--- config.mk ---
export PLATFORM = sky130hd
export DESIGN_NAME = instr_class_pipe
export DESIGN_NICKNAME = d
export VERILOG_FILES = /design/src/rtl/config_pkg.sv /design/src/rtl/class_decode.sv /design/src/rtl/flopenr.sv /design/src/rtl/flopenrc.sv /design/src/rtl/instr_class_pipe.sv
export SDC_FILE = /design/constraint.sdc
export NUM_CORES = 1
export LEC_CHECK = 0
export CAP_MARGIN = 20
export CORE_ASPECT_RATIO = 0.6
export CORE_MARGIN = 2
export CORE_UTILIZATION = 30
export DETAILED_ROUTE_END_ITERATION = 7
export SYNTH_ARGS = -nofsm -noshare
export SYNTH_HDL_FRONTEND = slang
export SYNTH_SLANG_ARGS = --single-unit
--- constraint.sdc ---
create_clock -name clk -period 5.6 [get_ports clk]
set_input_delay 0.84 -clock clk [delete_from_list [all_inputs] [get_ports clk]]
set_output_delay 0.84 -clock clk [all_outputs]
set_load 0.005 [all_outputs]
--- src/rtl/config_pkg.sv ---
// Shared configuration constants for the fetch/decode front end.
// Holds the datapath width, the 4-bit instruction-class bit positions
// (also used by the BTB and RAS) and the control-transfer opcodes.
package config_pkg;

  localparam int unsigned XLEN = 64;

  // Bit positions inside a 4-bit class vector {Call, Return, Jump, Branch}
  localparam int unsigned ClassCall   = 3;
  localparam int unsigned ClassReturn = 2;
  localparam int unsigned ClassJump   = 1;
  localparam int unsigned ClassBranch = 0;

  localparam logic [6:0] OpcodeJal    = 7'b1101111;
  localparam logic [6:0] OpcodeJalr   = 7'b1100111;
  localparam logic [6:0] OpcodeBranch = 7'b1100011;

  // x1 (ra) and x5 (t0) are the link registers recognised by the RAS
  function automatic logic isLinkReg(input logic [4:0] r);
    return (r == 5'd1) || (r == 5'd5);
  endfunction

endpackage

--- src/rtl/class_decode.sv ---
// Combinational control-transfer classifier.
// Ports: Instr (32-bit expanded instruction) -> InstrClass {Call, Return, Jump, Branch}.
// Shared with the BTB update path.
module class_decode
  import config_pkg::*;
(
  input  logic [31:0] Instr,
  output logic [3:0]  InstrClass
);

  logic [6:0] opcode;
  logic [4:0] rd;
  logic [4:0] rs1;
  logic [2:0] funct3;
  logic       isJal;
  logic       isJalr;
  logic       isBranch;
  logic       isCall;
  logic       isReturn;
  logic       unusedImm;

  assign opcode = Instr[6:0];
  assign rd     = Instr[11:7];
  assign funct3 = Instr[14:12];
  assign rs1    = Instr[19:15];

  // Immediate bits carry no class information
  assign unusedImm = ^Instr[31:20];

  assign isJal    = (opcode == OpcodeJal);
  assign isJalr   = (opcode == OpcodeJalr) && (funct3 == 3'b000);
  assign isBranch = (opcode == OpcodeBranch);

  // A jump writing a link register is a call even if rs1 is also a link register
  assign isCall   = (isJal || isJalr) && isLinkReg(rd);
  assign isReturn = isJalr && isLinkReg(rs1) && (rd == 5'd0) && !isCall;

  always_comb begin
    InstrClass              = '0;
    InstrClass[ClassCall]   = isCall;
    InstrClass[ClassReturn] = isReturn;
    InstrClass[ClassJump]   = (isJal || isJalr) && !isCall && !isReturn;
    InstrClass[ClassBranch] = isBranch;
  end

endmodule

--- src/rtl/flopenr.sv ---
// Enabled flop with synchronous active-high reset.
// Ports: clk, reset, en (load enable), d (next value), q (state).
module flopenr #(
  parameter int unsigned Width = 8
) (
  input  logic             clk,
  input  logic             reset,
  input  logic             en,
  input  logic [Width-1:0] d,
  output logic [Width-1:0] q
);

  always_ff @(posedge clk) begin
    if (reset)   q <= '0;
    else if (en) q <= d;
  end

endmodule

--- src/rtl/flopenrc.sv ---
// Enabled flop with synchronous reset and synchronous clear.
// Clear only takes effect when enabled, so a stalled stage ignores flush.
// Ports: clk, reset, clear, en (load enable), d (next value), q (state).
module flopenrc #(
  parameter int unsigned Width = 8
) (
  input  logic             clk,
  input  logic             reset,
  input  logic             clear,
  input  logic             en,
  input  logic [Width-1:0] d,
  output logic [Width-1:0] q
);

  always_ff @(posedge clk) begin
    if (reset) begin
      q <= '0;
    end else if (en) begin
      if (clear) q <= '0;
      else       q <= d;
    end
  end

endmodule

--- src/rtl/instr_class_pipe.sv ---
// Instruction-class pipeline for the branch predictor.
// Decodes the D-stage instruction class, compares it with the class predicted
// at fetch, and carries class and link address down through E and M.
// Ports:
//   clk, reset                  clock, synchronous active-high reset
//   StallD/E/M, FlushD/E/M      per-stage stall (hold) and flush (clear)
//   BPClassF                    predicted class from fetch
//   InstrD, CompressedD, PCD    decode-stage instruction, 16-bit origin flag, PC
//   ClassD, ClassE              actual class in D and E
//   ReturnD, CallE, ReturnE     individual class bits
//   BPReturnWrongD, BPClassWrongD  prediction mismatch flags
//   PCLinkE                     address after the E-stage instruction
//   ClassWrongCount             saturating class-mispredict counter
module instr_class_pipe #(
  parameter int unsigned XLEN                 = config_pkg::XLEN,
  parameter bit          COMPRESSED_SUPPORTED = 1'b1
) (
  input  logic            clk,
  input  logic            reset,
  input  logic            StallD,
  input  logic            StallE,
  input  logic            StallM,
  input  logic            FlushD,
  input  logic            FlushE,
  input  logic            FlushM,
  input  logic [3:0]      BPClassF,
  input  logic [31:0]     InstrD,
  input  logic            CompressedD,
  input  logic [XLEN-1:0] PCD,
  output logic [3:0]      ClassD,
  output logic [3:0]      ClassE,
  output logic            ReturnD,
  output logic            CallE,
  output logic            ReturnE,
  output logic            BPReturnWrongD,
  output logic            BPClassWrongD,
  output logic [XLEN-1:0] PCLinkE,
  output logic [15:0]     ClassWrongCount
);

  import config_pkg::*;

  logic [3:0]      BPClassD;
  logic [3:0]      ClassM;
  logic [XLEN-1:0] PCLinkD;
  logic            countEn;
  logic            unusedClassM;

  class_decode decode (
    .Instr     (InstrD),
    .InstrClass(ClassD)
  );

  flopenrc #(.Width(4)) bpClassDReg (
    .clk  (clk),
    .reset(reset),
    .clear(FlushD),
    .en   (~StallD),
    .d    (BPClassF),
    .q    (BPClassD)
  );

  assign BPClassWrongD  = (BPClassD != ClassD);
  assign BPReturnWrongD = (BPClassD[ClassReturn] != ClassD[ClassReturn]);
  assign ReturnD        = ClassD[ClassReturn];

  assign PCLinkD = PCD + ((CompressedD && COMPRESSED_SUPPORTED) ? XLEN'(2) : XLEN'(4));

  flopenrc #(.Width(4)) classEReg (
    .clk  (clk),
    .reset(reset),
    .clear(FlushE),
    .en   (~StallE),
    .d    (ClassD),
    .q    (ClassE)
  );

  flopenrc #(.Width(XLEN)) pcLinkEReg (
    .clk  (clk),
    .reset(reset),
    .clear(FlushE),
    .en   (~StallE),
    .d    (PCLinkD),
    .q    (PCLinkE)
  );

  flopenrc #(.Width(4)) classMReg (
    .clk  (clk),
    .reset(reset),
    .clear(FlushM),
    .en   (~StallM),
    .d    (ClassE),
    .q    (ClassM)
  );

  // ClassM feeds later-stage logic outside this block
  assign unusedClassM = ^ClassM;

  assign CallE   = ClassE[ClassCall];
  assign ReturnE = ClassE[ClassReturn];

  // Count only mispredictions that actually advance into E; stop at all-ones
  assign countEn = BPClassWrongD && !StallE && !FlushE && (ClassWrongCount != 16'hFFFF);

  flopenr #(.Width(16)) classWrongCountReg (
    .clk  (clk),
    .reset(reset),
    .en   (countEn),
    .d    (ClassWrongCount + 16'd1),
    .q    (ClassWrongCount)
  );

endmodule

==> impl_metrics.json <==
{
  "slew_headroom_pct": 35.4,
  "most-common-layout-cells": "clkdlybuf4s50_1 (185), dfxtp_1 (88), nand2_1 (75), nor2_1 (55)",
  "status": "finished clean",
  "numPortBuffers": 186,
  "area_growth_pct": 50.0,
  "row_count": 34,
  "synth_async_sr_flop_share_pct": 0,
  "synth_top_cell_area_share_pct": 38.7,
  "cp.arrival_ps": 3390,
  "finish.utilization_pct": 46.6,
  "grt_pass1_vias": 4222,
  "power.density_nw_per_um2": 211,
  "gp_congestion": 0.849,
  "synth_area_sq_um": 4560,
  "synth_area_leaders": "dfxtp_1 (39%), xor2_1 (7.5%), nand2_1 (6.2%)",
  "dp_cells": 915,
  "syn_area_per_cell_sq_um": 8.14,
  "grtUsageMet2_pct": 25.8,
  "final_common_cell": "clkdlybuf4s50_1",
  "overflow": 0,
  "cts.sinks": 88,
  "finalHoldViolations": 0,
  "remaining_drc_errors": 0,
  "pre_cts_ws_ps": 1360,
  "synth_fp_nets": 673,
  "yosysTopAreaCell": "dfxtp_1",
  "cts_root_buf": "clkbuf_16",
  "power_mw": 1.44,
  "cp_slowest_stage_delay_ps": 490,
  "fmaxAchievable_ghz": 0.236,
  "grt_max_degree": 48,
  "drt-pass1-iter-count": 5,
  "cts_made_buffers": 9,
  "cts_hold_buf": 0,
  "p_comb_share_pct": 15.4,
  "cts_setup_buffers": 0,
  "track_usage_pct": 17.2,
  "netlist_instances": 560,
  "dieArea_sq_um": 16200,
  "p_seq_share_pct": 45.6,
  "power.share.switching_pct": 25.4,
  "insertion_delay_ps": 330,
  "postRouteAntennaNets": 0,
  "hp-class": "reg2reg",
  "drive_gt1_share_pct": 4.90,
  "p_clk_share_pct": 39.0,
  "cts_resized": 0,
  "finClkSkew_ps": 5.48,
  "slew_viol_final": 0,
  "ys_ff_latch": 88,
  "clockBufferDepth": 2,
  "synthFlopType": "dfxtp_1",
  "setup_violations": 0,
  "final_cells": 932,
  "finalCritPeriodShare_pct": 75.6,
  "coreArea_sq_um": 14700,
  "vias": 4567,
  "hpwl_mm": 10.7,
  "rsz0062_at_grt": "no",
  "drt_wl_total_mm": 14.1,
  "critPathMaxFanout": 11,
  "antennaDiodeCount": 0,
  "cts.reportedPaths.clkPinSlew_ps": 60,
  "crit_top_cell": "clkdlybuf4s50_1",
  "cts_tree": "done",
  "viasPerCell": 4.90,
  "top_usage_layer": "met2",
  "end_kind": "output port",
  "tightest_slew_ps": 968,
  "htree_levels": 3,
  "met3_usage_pct": 3.67,
  "grt_use_met1_pct": 25.3,
  "period_minus_slack_ps": 4230,
  "startpoint_type": "input pin",
  "synth_cell_types": 50,
  "worst_slack_ps": 1370,
  "antenna_found_initial": 0,
  "drtIter0Drc": 222,
  "required_ps": 4760,
  "p_leak_nw": 2.35,
  "wire_per_inst_microns": 15.2,
  "internal-power_mw": 1.07,
  "synth_warnings": 0,
  "peakVddDrop_mv": 0.108,
  "yosysSeqAreaShare_pct": 38.7,
  "cp_cell_sequence": "clkdlybuf4s50_1, nor2b_2, nand4_1, mux2_2, o311ai_4, or2_2, clkdlybuf4s50_1",
  "final_nets": 842,
  "fp.dieH_microns": 99.5,
  "dieWidth_microns": 163,
  "crit_type": "in2out",
  "switchingPower_mw": 0.366,
  "cpMaxStageDelayCell": "clkdlybuf4s50_1",
  "ios": 202,
  "start_util_pct": 31.0,
  "fin_setup_tns_ps": 0,
  "grt_pass1_wl_mm": 22.1,
  "synth-edff-count": 0,
  "max_cap_violations": 0
}
-- final timing paths --
kind / end / slack, ps / depth (start not counted) / start
min reg2reg: pcLinkEReg.q[56] / 450 / 2 / pcLinkEReg.q[56]
min: pcLinkEReg.q[56] / 450 / 2 / pcLinkEReg.q[56]
max: BPClassWrongD / 1370 / 7 / InstrD[6]
max reg2reg: classWrongCountReg.q[15] / 3290 / 8 / classWrongCountReg.q[0]
-- per-stage QoR --
| step | area (sq um) | hold WS, ps |
|---|---|---|
| floorplan | 4560 | 444 |
| global placement | 6540 | 435 |
| detailed placement | 6540 | 441 |
| CTS | 6810 | 450 |
| global route | 6830 | 475 |
| finish | 6830 | 448 |
-- cell usage after synthesis, drive strengths merged (2+ instances only) --
cell type,number
dfxtp,88
nand2,75
o21ai,58
nor2,55
xor2,40
nand3,27
xnor2,25
clkbuf,20
a22oi,19
and3,17
a21oi,16
nand4,16
nor3,16
buf,12
inv,12
and4,10
or3,10
and2,6
nor2b,4
nor3b,4
or2,4
ha,3
mux2,3
nor4b,3
nor4,2
o211ai,2
o311ai,2
o31ai,2
or4,2
-- critical path: cells and delay by family --
family                 cells  cell delay [ps]
AND/OR/NAND/NOR            3              720
buffers and inverters      2              930
AO/OA/AOI/OAI              1              420
multiplexers               1              470
-- final cells by class --
type	instances	area [sq um]
inverters	12	45.0
clock inverters	6	45.0
well taps	198	248
flip-flops and latches	88	1760
multi-input cells	428	2610
clock buffers	10	229
fillers	1401	7840
repair buffers	190	1900
-- sequential cells by signal, summed over array words and instances, names as in the netlist --
name                  count
classEReg.q               4
pcLinkEReg.q             64
bpClassDReg.q             4
classWrongCountReg.q     16
-- routing by layer --
layer  routed length (microns)  vias to the layer above
li1                          -                     2281
met1                      7260                     2148
met2                      6050                      129
met3                       743                        9
met4                        89                        0
met5                         0                        -
-- kinds of logic (layout without fill, tap and decap cells) --
| kind of cell | after synthesis | in the layout | synth area share (%) |
|---|---|---|---|
| and+or+nand+nor | 252 | 252 | 28.6 |
| AOI/OAI and AO/OA | 103 | 103 | 13.5 |
| DFF | 88 | 88 | 38.7 |
| xor gates and xnor gates | 65 | 65 | 12.7 |
| buffers and inverters | 44 | 218 | 4.31 |
| adders and majority gates | 4 | 4 | 1.26 |
| muxes | 4 | 4 | 0.961 |
-- power by group through the flow --
stage                     clock network, mW  registers (mW)  logic [mW]
after floorplan                           0           0.672      0.0732
after global placement                    0           0.671       0.215
after detailed placement                  0           0.671       0.219
after CTS                             0.589           0.657       0.220
after global routing                  0.609           0.660       0.239
final                                 0.562           0.657       0.221
Note: power is estimated with default switching activity, not from simulation.
